## config.mk

```make
export PLATFORM = sky130hd
export DESIGN_NAME = icache_down_req_arb
export DESIGN_NICKNAME = d
export VERILOG_FILES = /design/src/rtl/icache_down_req_arb.sv
export SDC_FILE = /design/constraint.sdc
export NUM_CORES = 1
export LEC_CHECK = 0
export ABC_AREA = 1
export BUFFER_PORTS_ARGS = -buffer_cell sky130_fd_sc_hd__buf_4
export CAP_MARGIN = 20
export CORE_AREA = 2 2 341 343
export DETAILED_ROUTE_END_ITERATION = 6
export DIE_AREA = 0 0 343 345
export SLEW_MARGIN = 20
export SYNTH_ARGS = -nofsm -noshare
export SYNTH_HDL_FRONTEND = slang
export SYNTH_SLANG_ARGS = --single-unit
```

## constraint.sdc

```tcl
create_clock -name clk -period 21.4 [get_ports clk]
set_clock_uncertainty 0.15 [all_clocks]
set_input_delay 3.21 -clock clk [delete_from_list [all_inputs] [get_ports clk]]
set_output_delay 3.21 -clock clk [all_outputs]
set_load 0.02 [all_outputs]
```

## src/rtl/icache_down_req_arb.sv

```systemverilog
// icache downstream miss-request arbiter: round-robin grant into a one-entry txreq register,
// in-flight entry-ID tracking against a credit limit, and rxdat return routing.
// Option ICACHE_ARB_PREF_PRIO_EN: prefetch channel (NUM_CH-1) lowest priority, one credit reserved for demand.
module icache_down_req_arb #(
  parameter int unsigned NUM_CH     = 4,
  parameter int unsigned PLD_W      = 64,
  parameter int unsigned ID_W       = 4,
  parameter int unsigned DATA_W     = 256,
  parameter int unsigned MAX_OUTSTD = 8
) (
  input  logic                            clk,
  input  logic                            rst_n,
  input  logic [NUM_CH-1:0]               ch_req_vld,
  output logic [NUM_CH-1:0]               ch_req_rdy,
  input  logic [NUM_CH*PLD_W-1:0]         ch_req_pld,
  input  logic [NUM_CH*ID_W-1:0]          ch_req_id,
  output logic                            txreq_vld,
  input  logic                            txreq_rdy,
  output logic [PLD_W-1:0]                txreq_pld,
  output logic [ID_W-1:0]                 txreq_entry_id,
  input  logic                            rxdat_vld,
  output logic                            rxdat_rdy,
  input  logic [DATA_W-1:0]               rxdat_data,
  input  logic [ID_W-1:0]                 rxdat_id,
  output logic [NUM_CH-1:0]               ch_dat_vld,
  output logic [DATA_W-1:0]               ch_dat_data,
  output logic [ID_W-1:0]                 ch_dat_id,
  output logic [$clog2(MAX_OUTSTD+1)-1:0] outstd_cnt,
  output logic                            err_unexp
);

  localparam int unsigned CH_W  = (NUM_CH > 1) ? $clog2(NUM_CH) : 1;
  localparam int unsigned CNT_W = $clog2(MAX_OUTSTD + 1);
  localparam int unsigned TBL_D = 2 ** ID_W;

  typedef enum logic {S_EMPTY, S_FULL} state_t;

  state_t             r_state;
  logic [CH_W-1:0]    r_ptr;
  logic [TBL_D-1:0]   r_valid;
  logic [CH_W-1:0]    r_chan [TBL_D];
  logic [PLD_W-1:0]   r_pld;
  logic [ID_W-1:0]    r_id;
  logic [CNT_W-1:0]   r_cnt;
  logic [NUM_CH-1:0]  r_dat_vld;
  logic [DATA_W-1:0]  r_dat_data;
  logic [ID_W-1:0]    r_dat_id;
  logic               r_err;

  logic               w_pend;
  logic               w_hs;
  logic               w_drain_ok;
  logic               w_credit_ok;
  logic               w_rx_hit;
  logic               w_gnt_any;
  logic [CH_W-1:0]    w_win;
  logic [CH_W-1:0]    w_idx;
  logic [CH_W-1:0]    w_ptr_nxt;
  logic [NUM_CH-1:0]  w_elig;
  logic [ID_W-1:0]    w_ch_id [NUM_CH];
  logic [PLD_W-1:0]   w_win_pld;
  logic [ID_W-1:0]    w_win_id;

  assign w_pend      = (r_state == S_FULL);
  assign w_hs        = w_pend && txreq_rdy;
  assign w_drain_ok  = !w_pend || txreq_rdy;
  // A request still held in the output register counts against the credit limit.
  assign w_credit_ok = (32'(r_cnt) + 32'(w_pend)) < MAX_OUTSTD;
  assign w_rx_hit    = rxdat_vld && r_valid[rxdat_id];
  assign w_ptr_nxt   = (w_win == CH_W'(NUM_CH - 1)) ? '0 : w_win + CH_W'(1);

`ifdef ICACHE_ARB_PREF_PRIO_EN
  logic w_pref_credit_ok;
  assign w_pref_credit_ok = (32'(r_cnt) + 32'(w_pend) + 32'd2) <= MAX_OUTSTD;
`endif

  always_comb begin
    w_elig = '0;
    for (int i = 0; i < NUM_CH; i++) begin
      w_ch_id[i] = ch_req_id[i*ID_W +: ID_W];
      w_elig[i]  = ch_req_vld[i] && !r_valid[w_ch_id[i]] && w_credit_ok && w_drain_ok;
    end
  end

  // Round-robin search starting at the pointer.
  always_comb begin
    w_gnt_any = 1'b0;
    w_win     = '0;
    w_idx     = '0;
    for (int unsigned k = 0; k < NUM_CH; k++) begin
      w_idx = CH_W'((32'(r_ptr) + k) % NUM_CH);
`ifdef ICACHE_ARB_PREF_PRIO_EN
      if (!w_gnt_any && w_elig[w_idx] && (32'(w_idx) != NUM_CH - 1)) begin
`else
      if (!w_gnt_any && w_elig[w_idx]) begin
`endif
        w_gnt_any = 1'b1;
        w_win     = w_idx;
      end
    end
`ifdef ICACHE_ARB_PREF_PRIO_EN
    if (!w_gnt_any && w_elig[NUM_CH-1] && w_pref_credit_ok) begin
      w_gnt_any = 1'b1;
      w_win     = CH_W'(NUM_CH - 1);
    end
`endif
  end

  always_comb begin
    w_win_pld = '0;
    w_win_id  = '0;
    for (int i = 0; i < NUM_CH; i++) begin
      if (w_win == CH_W'(i)) begin
        w_win_pld = ch_req_pld[i*PLD_W +: PLD_W];
        w_win_id  = w_ch_id[i];
      end
    end
  end

  always_ff @(posedge clk or posedge rst_n) begin
    if (rst_n) begin
      r_state    <= S_EMPTY;
      r_ptr      <= '0;
      r_valid    <= '0;
      for (int t = 0; t < TBL_D; t++) r_chan[t] <= '0;
      r_pld      <= '0;
      r_id       <= '0;
      r_cnt      <= '0;
      r_dat_vld  <= '0;
      r_dat_data <= '0;
      r_dat_id   <= '0;
      r_err      <= 1'b0;
    end else begin
      case (r_state)
        S_EMPTY: if (w_gnt_any) r_state <= S_FULL;
        S_FULL:  if (w_hs && !w_gnt_any) r_state <= S_EMPTY;
        default: r_state <= S_EMPTY;
      endcase

      if (w_gnt_any) begin
        r_pld            <= w_win_pld;
        r_id             <= w_win_id;
        r_ptr            <= w_ptr_nxt;
        r_valid[w_win_id] <= 1'b1;
        r_chan[w_win_id]  <= w_win;
      end

      // Grant needs valid clear and a hit needs valid set, so the two IDs never collide.
      if (w_rx_hit) r_valid[rxdat_id] <= 1'b0;

      case ({w_hs, w_rx_hit})
        2'b10:   r_cnt <= r_cnt + CNT_W'(1);
        2'b01:   r_cnt <= r_cnt - CNT_W'(1);
        default: r_cnt <= r_cnt;
      endcase

      r_dat_vld <= w_rx_hit ? (NUM_CH'(1) << r_chan[rxdat_id]) : '0;
      if (w_rx_hit) begin
        r_dat_data <= rxdat_data;
        r_dat_id   <= rxdat_id;
      end

      if (rxdat_vld && !r_valid[rxdat_id]) r_err <= 1'b1;
    end
  end

  assign ch_req_rdy     = (w_gnt_any && !rst_n) ? (NUM_CH'(1) << w_win) : '0;
  assign txreq_vld      = w_pend;
  assign txreq_pld      = r_pld;
  assign txreq_entry_id = r_id;
  assign rxdat_rdy      = 1'b1;
  assign ch_dat_vld     = r_dat_vld;
  assign ch_dat_data    = r_dat_data;
  assign ch_dat_id      = r_dat_id;
  assign outstd_cnt     = r_cnt;
  assign err_unexp      = r_err;

endmodule

```

==> results of run 1 <==
## synthesized netlist by cell type, types with 25 or more instances
library cell,n
nand2_1,1220
dfrtp_1,388
nand3_1,148
a21oi_1,85
inv_1,80
o21ai_0,80
nor2_1,77
o211ai_1,67
clkbuf_1,64
buf_2,39
buf_4,26
nand4_1,25
## worst max-delay path by stage
stage,from,to,slack [ns],depth (start not counted)
finish,txreq_rdy,ch_req_rdy[2],11.26,19
floorplan,rst_n,ch_req_rdy[0],5.23,3
global route,txreq_rdy,ch_req_rdy[2],11.02,17
detailed placement,txreq_rdy,ch_req_rdy[2],11.36,19
CTS,txreq_rdy,ch_req_rdy[2],11.35,19
global placement,txreq_rdy,ch_req_rdy[2],11.44,19
## tightest hold or removal path: cells and delay by family (launching register included)
family,cells,cell delay [ns]
and+or+nand+nor,2,0.11
DFF,1,0.34
## power groups by stage
stage / sequential [mW] / combinational [mW] / clock, mW
3_3_place_gp: 1.20 / 3.21 / 0
6_report: 1.20 / 3.25 / 0.834
2_1_floorplan: 1.47 / 1.81 / 0
4_1_cts: 1.20 / 3.25 / 0.866
3_5_place_dp: 1.21 / 3.25 / 0
5_1_grt: 1.23 / 3.58 / 0.894
## cell type report
class                      count  area (um^2)
multi-input combinational   1780         7802
timing repair buffer         901         6768
clock buffer                  74         1420
clock inverter                12        186.4
inverter                      88        355.3
antenna                        2        5.005
tap                         1524         1907
fill                       12660        86960
sequential                   388         9709
## registers in the layout, indices dropped and copies added (netlist names)
name / cells
ch_dat_vld: 4
ch_dat_data: 256
r_chan: 32
r_valid: 16
outstd_cnt: 4
txreq_vld: 1
txreq_pld: 64
ch_dat_id: 4
r_ptr: 2
txreq_entry_id: 4
err_unexp: 1
## routing by layer
metal / global-route usage / share of wire
met1: 0.1764 / 0.43
met2: 0.2227 / 0.47
met3: 0.03435 / 0.078
met4: 0.04260 / 0.029
met5: 0 / 0.00064
## layout by cell type, fill, tap and decap left out, drive strengths merged, types with 2 or more instances in the layout
cell	count
nand2	1225
nand4	26
dfrtp	388
diode	2
xnor2	2
o211ai	67
bufinv	3
clkinv	5
xor2	2
ha	7
nand3b	2
clkinvlp	3
o22ai	12
nand3	171
a21oi	85
clkbuf	74
a22oi	11
or2	2
buf	901
o21ai	85
inv	89
nor2	79
## metrics by stage
stage	worst slack, ns	utilization	power (mW)
after global placement	11.44	0.2305	4.414
after detailed placement	11.36	0.2305	4.459
after global routing	11.02	0.2446	5.712
after floorplan	5.235	-	3.280
after CTS	11.35	0.2445	5.321
final	11.26	0.2446	5.283
## cells by family (layout without fill, tap and decap cells)
family,Yosys count,count (layout),share of synthesized area
adder cells (fa/ha/maj),8,8,0.005802
AND/OR/NAND/NOR,1505,1505,0.3292
AO/OA/AOI/OAI,262,262,0.08230
buffers and inverters,228,1075,0.05707
XOR/XNOR,4,4,0.001889
flip-flops,388,388,0.5235
other,1,3,0.0002022
==> impl_metrics.ini, run 1 <==
[placement]
placed_cell_area_um2 = 26540
place_congestion = 0.8744
io_buffers = 881
placedCellCount = 4681
dp_hpwl_um = 64860

[logic_synthesis]
yosys-top-cells-area = dfrtp_1 52%, nand2_1 25%, nand3_1 4.0%
synth_cells = 2396
synth_seq_cells = 388
synth_edf_count = 0
synth_top_area_share = 0.5235
synth_nets = 2944
syn_area_per_cell_um2 = 7.741
yosys_warnings = 0
ys_types = 37
ys_seq_area_frac = 0.5235
synthFlopType = dfrtp_1
yosys.area.top_type = dfrtp_1
async_flop_share = 1.000
syn_area_um2 = 18550

[setup_path]
critPathSlowestCell = or2_1
path_max_fanout = 70
cp_cell_sequence = buf_4 > inv_1 > nand2_1 > nand3_1 > nor2_1 > nand3_2 > nand2_1 > nand2_1 > nand2_1 > nand2_4 > nand3_2 > or2_1 > nand2_1 > inv_1 > ha_2 > buf_4 > inv_2 > nor2_1 > buf_4
required_ns = 18.04
crit_path_end_kind = output pin
cpMostUsedCell = nand2_1
path_delay_family = simple AND/OR/NAND/NOR gates
reg2reg_from = outstd_cnt[2]$_DFFE_PP0P_
timing.rr.end = r_chan[3]$_DFFE_PP0P_
startpoint_type = input pin
arrival_ns = 6.78
r2r_cells = 25
rrSetupSlack_ns = 15.61
max_stage_delay_ns = 0.64
critPathKind = in2out
crit_buf_inv = 6

[clocking]
insertion_delay_ns = 0.60
clkTransAtPathRegs_ns = 0.05
htree_levels = 2
clkSinkCount = 388
root_buffer = clkbuf_16
post_cts_buffers = 0
ctsLongestPathBuffers = 3
cts_buffers = 48
cts_resized = 0
cts_tree = built
hold_buffers = 0

[timing]
period_needed_ns = 10.14
hold_viol = 0
final-setup-viol-count = 0
post-route-period-util = 0.4737
timing.hold.ws_ns = 0.3277
max_slew_margin = 0.3547
tightest_slew_ns = 0.9680
slew_viol_final = 0
setup_tns_ns = 0
fmax_mhz = 98.65
rsz0062_at_grt = false

[floorplanning]
die_x_um = 343
ios = 883
die_area_um2 = 118300
start_util = 0.1611
core_area_um2 = 115100
fp.dieH_um = 345
rows = 125

[worst_hold_path]
hp-class = reg2reg
min_from = ch_dat_data[78]$_DFFE_PP0P_
hold_depth = 2
min_to = ch_dat_data[78]$_DFFE_PP0P_

[drt]
routed_wl_um = 84500
num_vias = 19350
ant_nets = 0
routed_via_density = 4.057
wl_per_cell_um = 17.72
first_iter_violations = 1415
drc = 0
first_pass_iters = 6

[grt]
grt_pass1_vias = 19030
grt_usage = 0.1367
antenna_found_initial = 9
grt_max_degree = 109
grt_overflow_total = 0
grt_pass1_wl_um = 123000

[power_and_ir_drop]
p_sw_mw = 2.686
power_frac_clock = 0.158
switching_share = 0.5084
leakage_nw = 14.83
p_int_mw = 2.597
power_density_nw_per_um2 = 187.6
pwr-share-comb = 0.615
ir_drop_mv = 0.2328
seqPwrFrac = 0.228

[run]
cap_violations = 0

[finish]
fin_nets = 3755
synthToLayoutAreaGrowth_pct = 51.80
drive_gt1_frac = 0.3151
final_cells = 4769
final_area_um2 = 28150

[run_status]
status = finished, final reports clean
(Power assumes the default switching activity.)
==> run 2, diff against run 1 <==
Clock period 21.4 ns to 9.5 ns, I/O delays scaled along.
==> impl_metrics.ini, run 2 (synthesis results as in run 1) <==
[floorplanning]
die_x_um = 343
rows = 125
ios = 883
die_area_um2 = 118300
start_util = 0.1611
core_area_um2 = 115100
fp.dieH_um = 345

[grt]
grt_usage = 0.1372
grt_max_degree = 178
grt_pass1_vias = 18710
antenna_found_initial = 10
grt_pass1_wl_um = 123100
grt_overflow_total = 0

[clocking]
cts_buffers = 48
cts_resized = 0
post_cts_buffers = 0
cts_tree = built
hold_buffers = 0
htree_levels = 2
root_buffer = clkbuf_16
ctsLongestPathBuffers = 3
clkTransAtPathRegs_ns = 0.05
clkSinkCount = 388
insertion_delay_ns = 0.62

[timing]
rsz0062_at_grt = false
post-route-period-util = 0.6985
setup_tns_ns = 0
hold_viol = 0
tightest_slew_ns = 0.9642
fmax_mhz = 150.7
period_needed_ns = 6.636
slew_viol_final = 0
final-setup-viol-count = 0
max_slew_margin = 0.3572

[setup_path]
rrSetupSlack_ns = 4.18
crit_path_end_kind = output pin
path_delay_family = simple AND/OR/NAND/NOR gates
max_stage_delay_ns = 0.75
arrival_ns = 5.06
cp.depth = 16
critPathSlowestCell = or2_1
path_max_fanout = 65
r2r_cells = 25
critPathKind = in2out
cp_cell_sequence = buf_4 > inv_1 > nand2_1 > nand3_1 > nor2_1 > nand4_1 > nand3_1 > nand2_1 > nand3_2 > or2_1 > nand2_1 > ha_2 > inv_2 > buf_4 > nor2_1 > buf_4
startpoint_type = input pin
required_ns = 7.93
crit_buf_inv = 5

[finish]
antenna_cells = 0
final_cell_mix = 1219 x nand2_1, 894 x buf_4, 388 x dfrtp_1
largest_reg_flops = 256
fin_nets = 3752
synthToLayoutAreaGrowth_pct = 52.49
final_common_cell = nand2_1
drive_gt1_frac = 0.3174

[run_status]
status = finished, final reports clean

[drt]
wl_per_cell_um = 17.93
drc = 0
first_iter_violations = 1417
num_vias = 19290
routed_wl_um = 85470
first_pass_iters = 6
routed_via_density = 4.047
ant_nets = 0

[power_and_ir_drop]
ir_drop_mv = 0.6038
power_mw = 12.09
power_density_nw_per_um2 = 427.3
leakage_nw = 14.90

[worst_hold_path]
hold_depth = 2
hp-class = reg2reg

[placement]
place_congestion = 0.8980
dp_hpwl_um = 64490
io_buffers = 881

[run]
cap_violations = 0
[run 2: stage by stage]
step                      area [um^2]  setup WS [ns]  utilization  hold slack [ns]  std cells
after floorplan                 18550       0.005588            -           0.2996       2396
after global placement          26560          2.969       0.2308           0.3129       4678
after detailed placement        26560          2.927       0.2308           0.3156       4678
after CTS                       28280          2.922       0.2457           0.3319       4766
after global routing            28280          2.548       0.2457           0.3374       4766
final                           28280          2.864       0.2457           0.3264       4766
[run 2: final timing paths]
check                                            startpoint                     endpoint
worst min register to register  ch_dat_data[88]$_DFFE_PP0P_  ch_dat_data[88]$_DFFE_PP0P_
max in group asynchronous                             rst_n    txreq_pld[41]$_DFFE_PP0P_
worst max register to register    outstd_cnt[0]$_DFFE_PP0P_        r_chan[7]$_DFFE_PP0P_
worst max-delay path                              txreq_rdy                ch_req_rdy[1]
worst min-delay path            ch_dat_data[88]$_DFFE_PP0P_  ch_dat_data[88]$_DFFE_PP0P_
min in group asynchronous                             rst_n  ch_dat_data[90]$_DFFE_PP0P_
[run 2: where the power goes]
part | total (mW) | internal [mW] | switching (mW) | leakage [nW]
sequential | 2.70 | 2.34 | 0.359 | 4.77
clock | 2.01 | 1.21 | 0.795 | 0.847
combinational | 7.38 | 2.41 | 4.97 | 9.29
[run 2: worst reg2reg max path, delay by kind of cell (launching register included)]
kind	cells	cell delay (ns)
buf+inv	4	0.92
fa+ha+maj	1	0.24
simple gates	17	2.75
flops	1	0.42
compound gates	3	0.79
[run 2: layer usage]
layer / track usage / vias up / part of all wire
li1: - / 9255 / -
met1: 0.1709 / 9040 / 0.41
met2: 0.2255 / 835 / 0.47
met3: 0.04425 / 140 / 0.091
met4: 0.03832 / 18 / 0.026
met5: 0 / - / 0.0013
[run 2: cell type report]
| type | count | area [um^2] |
|---|---|---|
| well taps | 1524 | 1907 |
| multi-input cells | 1780 | 7802 |
| clock inverters | 23 | 344.1 |
| clock buffers | 65 | 1376 |
| fillers | 12590 | 86830 |
| inverters | 88 | 351.6 |
| flip-flops and latches | 388 | 9709 |
| repair buffers | 898 | 6792 |
==> run 3, diff against run 2 <==
Clock period 9.5 ns to 6.5 ns, I/O delays scaled along.
==> impl_metrics.ini, run 3 (synthesis results as in run 1) <==
[clocking]
post_cts_buffers = 0
htree_levels = 2
insertion_delay_ns = 0.61
clkTransAtPathRegs_ns = 0.05
cts_tree = built
hold_buffers = 0
root_buffer = clkbuf_16
ctsLongestPathBuffers = 3
cts_resized = 0
clkSinkCount = 388
cts_buffers = 48

[grt]
grt_usage = 0.1370
grt_pass1_wl_um = 123400
antenna_found_initial = 9
grt_overflow_total = 0
grt_max_degree = 183
grt_pass1_vias = 18860

[drt]
routed_via_density = 4.065
first_iter_violations = 1507
num_vias = 19400
drc = 4
ant_nets = 0
routed_wl_um = 85150
wl_per_cell_um = 17.84
first_pass_iters = 7

[floorplanning]
die_x_um = 343
start_util = 0.1611
fp.dieH_um = 345
core_area_um2 = 115100
rows = 125
ios = 883
die_area_um2 = 118300

[finish]
synthToLayoutAreaGrowth_pct = 52.72
utilization = 0.2461
final_common_cell = nand2_1
largest_reg_flops = 256
drive_gt1_frac = 0.3176
fillers = 12640
fin_nets = 3755
final_cell_mix = 1219 x nand2_1, 897 x buf_4, 388 x dfrtp_1

[timing]
hold_viol = 0
max_slew_margin = 0.2458
timing.final.ws_setup_ns = 1.081
final-setup-viol-count = 0
tightest_slew_ns = 1.131
setup_tns_ns = 0
post-route-period-util = 0.8337
fmax_mhz = 184.5
rsz0062_at_grt = false
slew_viol_final = 0
period_needed_ns = 5.419

[setup_path]
path_max_fanout = 65
cp_cell_sequence = buf_4 > inv_1 > nand2_1 > nand3_1 > nor2_1 > nand3_2 > nand2_1 > nand2_1 > nand2_1 > nand2_4 > nand2_1 > nand2_1 > nand2_1 > a21oi_1 > ha_2 > inv_2 > buf_4 > nor2_1 > buf_4
reg2reg_from = outstd_cnt[0]$_DFFE_PP0P_
max_stage_delay_ns = 0.56
critPathKind = in2out
arrival_ns = 4.29
cp-startpoint = txreq_rdy
crit_path_end_kind = output pin
startpoint_type = input pin
required_ns = 5.37
critPathSlowestCell = buf_4
cpMostUsedCell = nand2_1

[worst_hold_path]
min_from = txreq_pld[11]$_DFFE_PP0P_
hp-class = reg2reg

[placement]
place_congestion = 0.9268
place_ws_ns = 1.149
io_buffers = 881
dp_hpwl_um = 64970

[power_and_ir_drop]
power_density_nw_per_um2 = 622.5
power_mw = 17.63
leakage_nw = 14.90
ir_drop_mv = 0.8385

[run]
cap_violations = 0

[run_status]
status = complete, but fails checks
violations = design-rule violations
==> run 3: cell count changes in the layout (fill, tap and decap cells not counted), moves of 2 or more <==
| cell | before | now |
|---|---|---|
| diode_2 | 0 | 2 |
| clkinv_2 | 9 | 6 |
| inv_6 | 3 | 0 |
| clkbuf_8 | 9 | 7 |
| clkbuf_1 | 7 | 9 |
| clkinvlp_4 | 2 | 6 |
| buf_4 | 894 | 897 |
==> run 3: final cells by class <==
cell class                      instances  area [um^2]  share of cell area
Sequential cell                       388         9709              0.3428
Multi-Input combinational cell       1780         7802              0.2755
Timing Repair Buffer                  901         6814              0.2406
Tap cell                             1524         1907             0.06732
Clock buffer                           64         1331             0.04700
Clock inverter                         25        402.9             0.01422
Inverter                               88        351.6             0.01241
Antenna cell                            2        5.005           0.0001767
==> run 3: worst paths after layout <==
kind / endpoint / slack, ns / cells past startpoint
max: ch_req_rdy[1] / 1.08 / 19
min: txreq_pld[11]$_DFFE_PP0P_ / 0.33 / 2
max reg2reg: r_chan[9]$_DFFE_PP0P_ / 1.74 / 21
min reg2reg: txreq_pld[11]$_DFFE_PP0P_ / 0.33 / 2
max in group asynchronous: txreq_pld[44]$_DFFE_PP0P_ / 3.63 / 4
min in group asynchronous: ch_dat_data[25]$_DFFE_PP0P_ / 0.35 / 2
==> run 3: worst max-delay path: cells and delay by family <==
kind | cells | cell delay [ns]
adders and majority gates | 1 | 0.24
and+or+nand+nor | 12 | 1.91
AOI/OAI and AO/OA | 1 | 0.12
buffers and inverters | 5 | 0.99
==> run 3: where the power goes <==
part	leakage (nW)	switching, mW	internal, mW	total [mW]
combinational	9.30	7.16	3.55	10.7
sequential	4.77	0.537	3.42	3.96
clock	0.832	1.18	1.78	2.96
==> run 3: metrics by stage <==
stage | instance area, um^2 | cells | hold slack [ns]
after floorplan | 18550 | 2396 | 0.2996
after global placement | 26580 | 4681 | 0.3127
after detailed placement | 26580 | 4681 | 0.3157
after CTS | 28320 | 4770 | 0.3322
after global routing | 28320 | 4772 | 0.3414
final | 28320 | 4772 | 0.3267
==> run 3: per-layer routing <==
metal  routed length [um]  global-route usage
met1                35560              0.1734
met3                 7567             0.04013
met2                39490              0.2231
met5                   70                   0
met4                 2460             0.04242
